[src/rtl/instr_encoder.sv]
// Instruction encoder: packs decoded instruction fields into 32-bit code words
// and streams them, one per cycle, into the instruction memory write port.
module instr_encoder #(
    parameter int         ADDR_W  = 8,
    parameter int         DEPTH   = 256,
    parameter logic [5:0] LAST_OP = 6'h10
) (
    input  logic              clk,
    input  logic              rst,
    input  logic              start,
    input  logic              in_valid,
    output logic              in_ready,
    input  logic [5:0]        in_op,
    input  logic [4:0]        in_rd2,
    input  logic [4:0]        in_rd1,
    input  logic [4:0]        in_rs2,
    input  logic [4:0]        in_rs1,
    input  logic [7:0]        in_adr,
    input  logic [15:0]       in_imm,
    input  logic              in_last,
    output logic              imem_we,
    output logic [ADDR_W-1:0] imem_addr,
    output logic [31:0]       imem_wdata,
    output logic [ADDR_W:0]   count,
    output logic              done,
    output logic              full,
    output logic              err,
    output logic [5:0]        err_op
);

    typedef enum logic [2:0] {
        S_IDLE,
        S_LOAD,
        S_DONE,
        S_FULL,
        S_ERR
    } state_t;

    localparam logic [ADDR_W:0] DEPTH_C = (ADDR_W + 1)'(DEPTH);

    state_t              r_state;
    state_t              w_state_next;
    logic [ADDR_W:0]     r_count;
    logic                r_full;
    logic [5:0]          r_err_op;
    logic                r_we;
    logic [ADDR_W-1:0]   r_addr;
    logic [31:0]         r_wdata;

    logic                w_accept;
    logic                w_legal;
    logic [ADDR_W:0]     w_count_inc;
    logic [31:0]         w_word;

    assign w_accept    = in_valid && in_ready;
    assign w_legal     = (in_op <= LAST_OP);
    assign w_count_inc = r_count + 1'b1;

    // Field packing; every bit outside the opcode's slices stays zero.
    always_comb begin
        w_word = '0;
        case (in_op)
            6'h00:   w_word = {in_op, in_rd2, 5'b0, in_imm};
            6'h01:   w_word = {in_op, in_rd2, 16'b0, in_rs2};
            6'h02:   w_word = {in_op, in_rd2, 13'b0, in_adr};
            6'h03:   w_word = {in_op, in_adr, 13'b0, in_rs2};
            default: begin
                if (w_legal) begin
                    w_word = {in_op, in_rd2, in_rd1, 6'b0, in_rs2, in_rs1};
                end
            end
        endcase
    end

    always_ff @(posedge clk) begin
        if (rst) begin
            r_state <= S_IDLE;
        end else begin
            r_state <= w_state_next;
        end
    end

    // Illegal opcode outranks in_last, which outranks running out of space.
    always_comb begin
        w_state_next = r_state;
        if (start) begin
            w_state_next = S_LOAD;
        end else if (r_state == S_LOAD && w_accept) begin
            if (!w_legal) begin
                w_state_next = S_ERR;
            end else if (in_last) begin
                w_state_next = S_DONE;
            end else if (w_count_inc == DEPTH_C) begin
                w_state_next = S_FULL;
            end
        end
    end

    always_comb begin
        in_ready = 1'b0;
        done     = 1'b0;
        err      = 1'b0;
        case (r_state)
            S_LOAD:  in_ready = !start;
            S_DONE:  done     = 1'b1;
            S_ERR:   err      = 1'b1;
            default: ;
        endcase
    end

    always_ff @(posedge clk) begin
        if (rst) begin
            r_count  <= '0;
            r_full   <= 1'b0;
            r_err_op <= '0;
            r_we     <= 1'b0;
            r_addr   <= '0;
            r_wdata  <= '0;
        end else begin
            r_we <= w_accept && w_legal;
            if (start) begin
                r_count  <= '0;
                r_full   <= 1'b0;
                r_err_op <= '0;
                r_addr   <= '0;
            end else if (w_accept) begin
                if (w_legal) begin
                    r_addr  <= r_count[ADDR_W-1:0];
                    r_wdata <= w_word;
                    r_count <= w_count_inc;
                    if (w_count_inc == DEPTH_C) begin
                        r_full <= 1'b1;
                    end
                end else begin
                    r_err_op <= in_op;
                end
            end
        end
    end

    assign imem_we    = r_we;
    assign imem_addr  = r_addr;
    assign imem_wdata = r_wdata;
    assign count      = r_count;
    assign full       = r_full;
    assign err_op     = r_err_op;

endmodule

[config.mk]
export PLATFORM = sky130hd
export DESIGN_NAME = instr_encoder
export DESIGN_NICKNAME = d
export VERILOG_FILES = /design/src/rtl/instr_encoder.sv
export SDC_FILE = /design/constraint.sdc
export NUM_CORES = 1
export LEC_CHECK = 0
export ABC_AREA = 0
export CORE_UTILIZATION = 38
export DETAILED_ROUTE_END_ITERATION = 12
export PLACE_DENSITY = 0.75
export SLEW_MARGIN = 0
export SYNTH_ARGS = -nofsm -noshare
export SYNTH_HDL_FRONTEND = slang
export SYNTH_SLANG_ARGS = --single-unit
[constraint.sdc]
create_clock -name clk -period 1.7 [get_ports clk]
set_input_delay 0.425 -clock clk [delete_from_list [all_inputs] [get_ports clk]]
set_output_delay 0.425 -clock clk [all_outputs]
set_load 0.01 [all_outputs]
======== After elaboration in Yosys (flattened, before gate mapping) ========
Index checks and enable logic that the tools add are counted.
cells by class
  $add $sub $neg .......................... 1
  multipliers ............................. 0
  div/mod/pow operators ................... 0
  $lt $le $gt $ge ......................... 1
  eq/ne operators ......................... 9
  shifts and indexed selects .............. 0
  muxes and demuxes ....................... 9
  bitwise gates (word level) .............. 2
  reduce and logical (&&, ||, !) cells .... 13
operator list
  cell                   number
  $pmux W26 S4           1
  $eq A6 B2 Y1 const B   2
  $add A9 B1 Y9 const B  1
  $eq A9 B9 Y1 const B   1
  $mux W3                3
  $reduce_and A2 Y1      4
  $eq A6 B1 Y1 const B   1
  $le A6 B5 Y1 const B   1
  $logic_not A6 Y1       1
  $reduce_and A3 Y1      2
  $mux W1                5
  $ne A4 B3 Y1 const B   1
  $eq A3 B1 Y1 const B   1
  $eq A3 B2 Y1 const B   1
  $eq A3 B3 Y1 const B   1
  $logic_and A1 B1 Y1    3
  $ne A3 B2 Y1 const B   1
  $not A1 Y1             2
  $reduce_bool A2 Y1     1
  $reduce_or A2 Y1       1
  $logic_not A1 Y1       1
word-level totals
  flip-flop bits (word level) ............. 60
  bits in latches ......................... 0
  bits in writable memories ............... 0
  ROM bits ................................ 0
  logic and storage cells ................. 43
  memories ................................ 0

======== Longest topological paths before layout ========
  depth after elaboration ................. 7
  depth in mapped cells ................... 7

======== Worst setup path before layout ========
OpenSTA, ideal clock, no wires.
  path kind ............................... register to register
  start ................................... reg r_count[2] (netlist: count[2])
  end ..................................... reg r_full (netlist: full)
  setup time .............................. 0.096 ns
  data arrival time ....................... 1.800 ns
  setup slack ............................. -0.196 ns
  stages on the path, launching flop included .. 7
  path buffers ............................ 1
  clock period less this slack ............ 1.896 ns
  cell sequence ........................... dfxtp_1 > clkbuf_1 > nand3_2 > nor2_1 > xor2_1 > or4_1 > o41ai_2
between the ends
  cells in the longest elaborated chain, start to end .. 3
RTL lines
  element                             RTL line  RTL
  start: declaration                  43        logic [ADDR_W:0] r_count;
  start signal: assignment            130       r_count <= w_count_inc;
  $add A9 B1 Y9                       57        assign w_count_inc = r_count + 1'b1;
  $eq A9 B9 Y1                        131       if (w_count_inc == DEPTH_C) begin
  $reduce_and A3 Y1 (no source line)  -
  end signal: assignment              114       r_full <= 1'b0;
  end signal: assignment              123       r_full <= 1'b0;
  end signal: assignment              132       r_full <= 1'b1;
  end: declaration                    44        logic r_full;
No other way between the ends.
A chain may end at the register's enable or synchronous reset.

======== Worst setup path after layout ========
  start ................................... reg r_state[1]
  end ..................................... reg r_wdata[25] (netlist: imem_wdata[25])
between the ends
  cells in the longest elaborated chain, start to end .. 4
RTL lines
  element                             RTL line  RTL
  start: declaration                  41        state_t r_state;
  start signal: assignment            79        r_state <= w_state_next;
  $eq A3 B1 Y1                        103       case (r_state)
  $mux W1                             103
  $logic_and A1 B1 Y1                 55        assign w_accept = in_valid && in_ready;
  $reduce_and A3 Y1 (no source line)  -
  end signal: assignment              129       r_wdata <= w_word;
  end: declaration                    48        logic [31:0] r_wdata;
No other way between the ends.

==> results.md <==
* Final HPWL DP at around 5700 um
* Reg2reg start: r_state[1]
* Reg2reg path depth at 7
* PwrDens at 674 nW/um^2
* Fraction of the mapped netlist area in adder cells at 0.00928
* Yosys reg bits at 60
* Asr flop ratio synth at 0
* Synth top cells by count: dfxtp_1, nand2_1, nor2_1, a21oi_1, mux2i_1
* Pwr Total at 0.00330 W
* Register area share after synthesis at 0.445
* Yosys top cell by area: dfxtp_1
* Post-Synth XOR/XNOR Area at 0.0422
* Area Growth Syn to Fin at 81.6%
* Global-route met1 utilization at 0.259
* Final worst clock skew at 5.75 ps
* Starting density of the core at 0.395
* Measured slew at the worst slew-check pin at 392 ps
* Total Routing Usage GR at 0.234
* Global route overflow at 0
* Failing checks: negative setup slack
* Int Power at between 0.002 and 0.003 W
* Final setup margin at -95.7 ps
* Combinational share of power at 0.115
* Maximum vdd ir drop at between 0.3 and 0.4 mV
* Flop pwr share at 0.433
* RSZ-0062 raised after global routing: yes
* CTS root buffer: clkbuf_8
* Gr busiest metal: met2
* Hold buffer count at CTS at 0
* Maximum root-to-sink buffer count at 2
* Clock Sinks at 60
* Synth unique cells at 37
* Worst Setup End Kind: flip-flop
* Syn Area/Cell at 8.53 sq um
* Clock power share at 0.453
* Fill cell count at 541
* Grt met3 use at 0.0743
* Die H at 86.2 um
* Type of origin of the critical path: flip-flop
* Worst rel slew slack at 0.738
* Syn nets at approximately 370
* H-tree depth at 3
* Peak Freq at 557 MHz
* Pre-CTS WS at -671 ps
* Outcome: finished with violations
* Sw Ratio at 0.220
* Synth top area share at 0.445
* Largest net degree at the start of global routing at 36
* Pre-antenna DRT Iters at 5
* Crit path arrival time at 2030 ps
* Via count at 2947
* Final hold viol count at 0
* Sw power at 0.000724 W
* Synth area leaders: dfxtp_1, mux2i_1, nand2_1
* Reg-to-reg setup timing slack at -100 ps
* Row count at 30
* Worst r2r dst: imem_wdata[25]
* Max-Cap Viols at 0
* Final hold slack at 455 ps
* Layout Nets at 530
* Tmin final at between 1500 and 2000 ps
* Post-Synth Simple-Gate Area at 0.239
* Placer congestion estimate at 0.830
* Mapped Area at 2700 sq um
* Mux cell area share after synthesis at 0.0817
* First-pass GRT wire length at 13200 um
* CP startpoint: r_state[1]
* Synth Flop Type: dfxtp_1
* Worst-path clk slew at 60 ps
* Iter 0 DRT Violations at 109
* Antenna violations before repair at 0
* Max-slew violations at 0
* Worst min-delay path class: flip-flop to flip-flop
* Core area at 6830 sq um
* TritonCTS clock tree: done
* Via/cell ratio at 5.13
* DRC violations left at 0
* Layout cells sized above 1 at 0.293
* Number of flops mapped to enable cells by yosys at 0
* Most common cell in the netlist: dfxtp_1
* Number of global-route vias before repair at around 2.8k
* WP data required at 1940 ps
* CP max FO at 8
* Ports at between 100 and 150
* IO Port Bufs at 114
* Mapped Cells at 316
* Setup crit end: imem_wdata[25]
* Largest family of logic cells by synthesized area: simple AND/OR/NAND/NOR gates
* WL final at 9100 um
* CTS Buf Count at 9
* Critical path type: flip-flop to flip-flop
* Met2 usage at 0.410
* Leakage dissipation at roughly 2.1 nW
* Final count of negative-setup-slack endpoints at 19
* Final Util at 0.717
* Avg WL per Cell at 15.9 um
* Die area at 7440 sq um
* Final period util at 1.06
* Final antenna-violating net count at 0
* Ant diodes at 0
* Die W at 86.2 um
* Yosys warnings at 0
* Worst-Skew Late Latency at 340 ps
* Compound-cell area share of the yosys netlist at 0.136
## timing repair
item	CTS	global route
setup buffers	6	7
resized for setup	45	75
endpoints found under the hold margin	0	0
gates cloned	2	4
pin swaps	13	32
endpoints found under the setup margin	68	59
## final cells by class
class | instances | area (sq um) | share of cell area
inverters | 3 | 11.3 | 0.00230
multi-input cells | 229 | 1590 | 0.324
well taps | 96 | 120 | 0.0245
clock inverters | 4 | 70.1 | 0.0143
repair buffers | 170 | 1730 | 0.353
flip-flops and latches | 60 | 1220 | 0.248
clock buffers | 12 | 165 | 0.0337
## worst min-delay path by stage
stage | from | endpoint | slack [ps] | depth (start not counted)
finish | imem_addr[4] | imem_addr[4] | 450 | 2
global route | imem_addr[4] | imem_addr[4] | 470 | 2
CTS | imem_addr[4] | imem_addr[4] | 460 | 2
detailed placement | imem_addr[6] | imem_addr[6] | 450 | 2
global placement | err_op[4] | err_op[4] | 440 | 2
floorplan | err_op[4] | err_op[4] | 470 | 2
## through the flow
| step | TNS (ps) | cells | cell area [sq um] |
|---|---|---|---|
| finish | -505 | 574 | 4900 |
| floorplan | -91.3 | 316 | 2700 |
| global route | -2090 | 574 | 4900 |
| global placement | -30140 | 541 | 4160 |
| detailed placement | -32260 | 541 | 4160 |
| CTS | -696 | 565 | 4530 |
## state kept, by name, summed over array words and instances (netlist names)
| name | cells |
|---|---|
| err_op | 6 |
| full | 1 |
| count | 9 |
| imem_wdata | 32 |
| imem_we | 1 |
| r_state | 3 |
| imem_addr | 8 |
## power groups by stage
stage / combinational (W) / sequential [W] / clock [W]
floorplan: 0.000111 / 0.00146 / 0
global placement: 0.000336 / 0.00146 / 0
detailed placement: 0.000339 / 0.00146 / 0
CTS: 0.000348 / 0.00142 / 0.00151
global route: 0.000402 / 0.00143 / 0.00159
finish: 0.000378 / 0.00143 / 0.00149
## layer usage
layer,share of wire,vias to the layer above
met2,0.52,125
met1,0.39,1383
li1,-,1423
met3,0.074,16
met5,0,-
met4,0.022,0
## kinds of logic after synthesis
group	Yosys count
fa+ha+maj	2
compound gates	55
xor+xnor	13
buf+inv	27
simple gates	137
mux	22
flops	60
## worst max-delay path: stages, from the launching register on
cell and delay (ps):
dfxtp_2 340, nor4b_4 290, buf_4 180, and4b_4 330, buf_6 150, clkbuf_16 170, nor2_4 40, a211oi_2 190
## cells in the final DEF, fill, tap and decap left out, types with 12 or more instances in the layout
cell type / n
mux2i_1: 22
a21oi_1: 17
nand2_1: 48
nor2_1: 26
buf_4: 38
nor3_1: 13
dlymetal6s2s_1: 12
dfxtp_1: 52
clkbuf_8: 12
clkdlybuf4s50_1: 84
No activity file was read; power rests on OpenSTA's default activity.
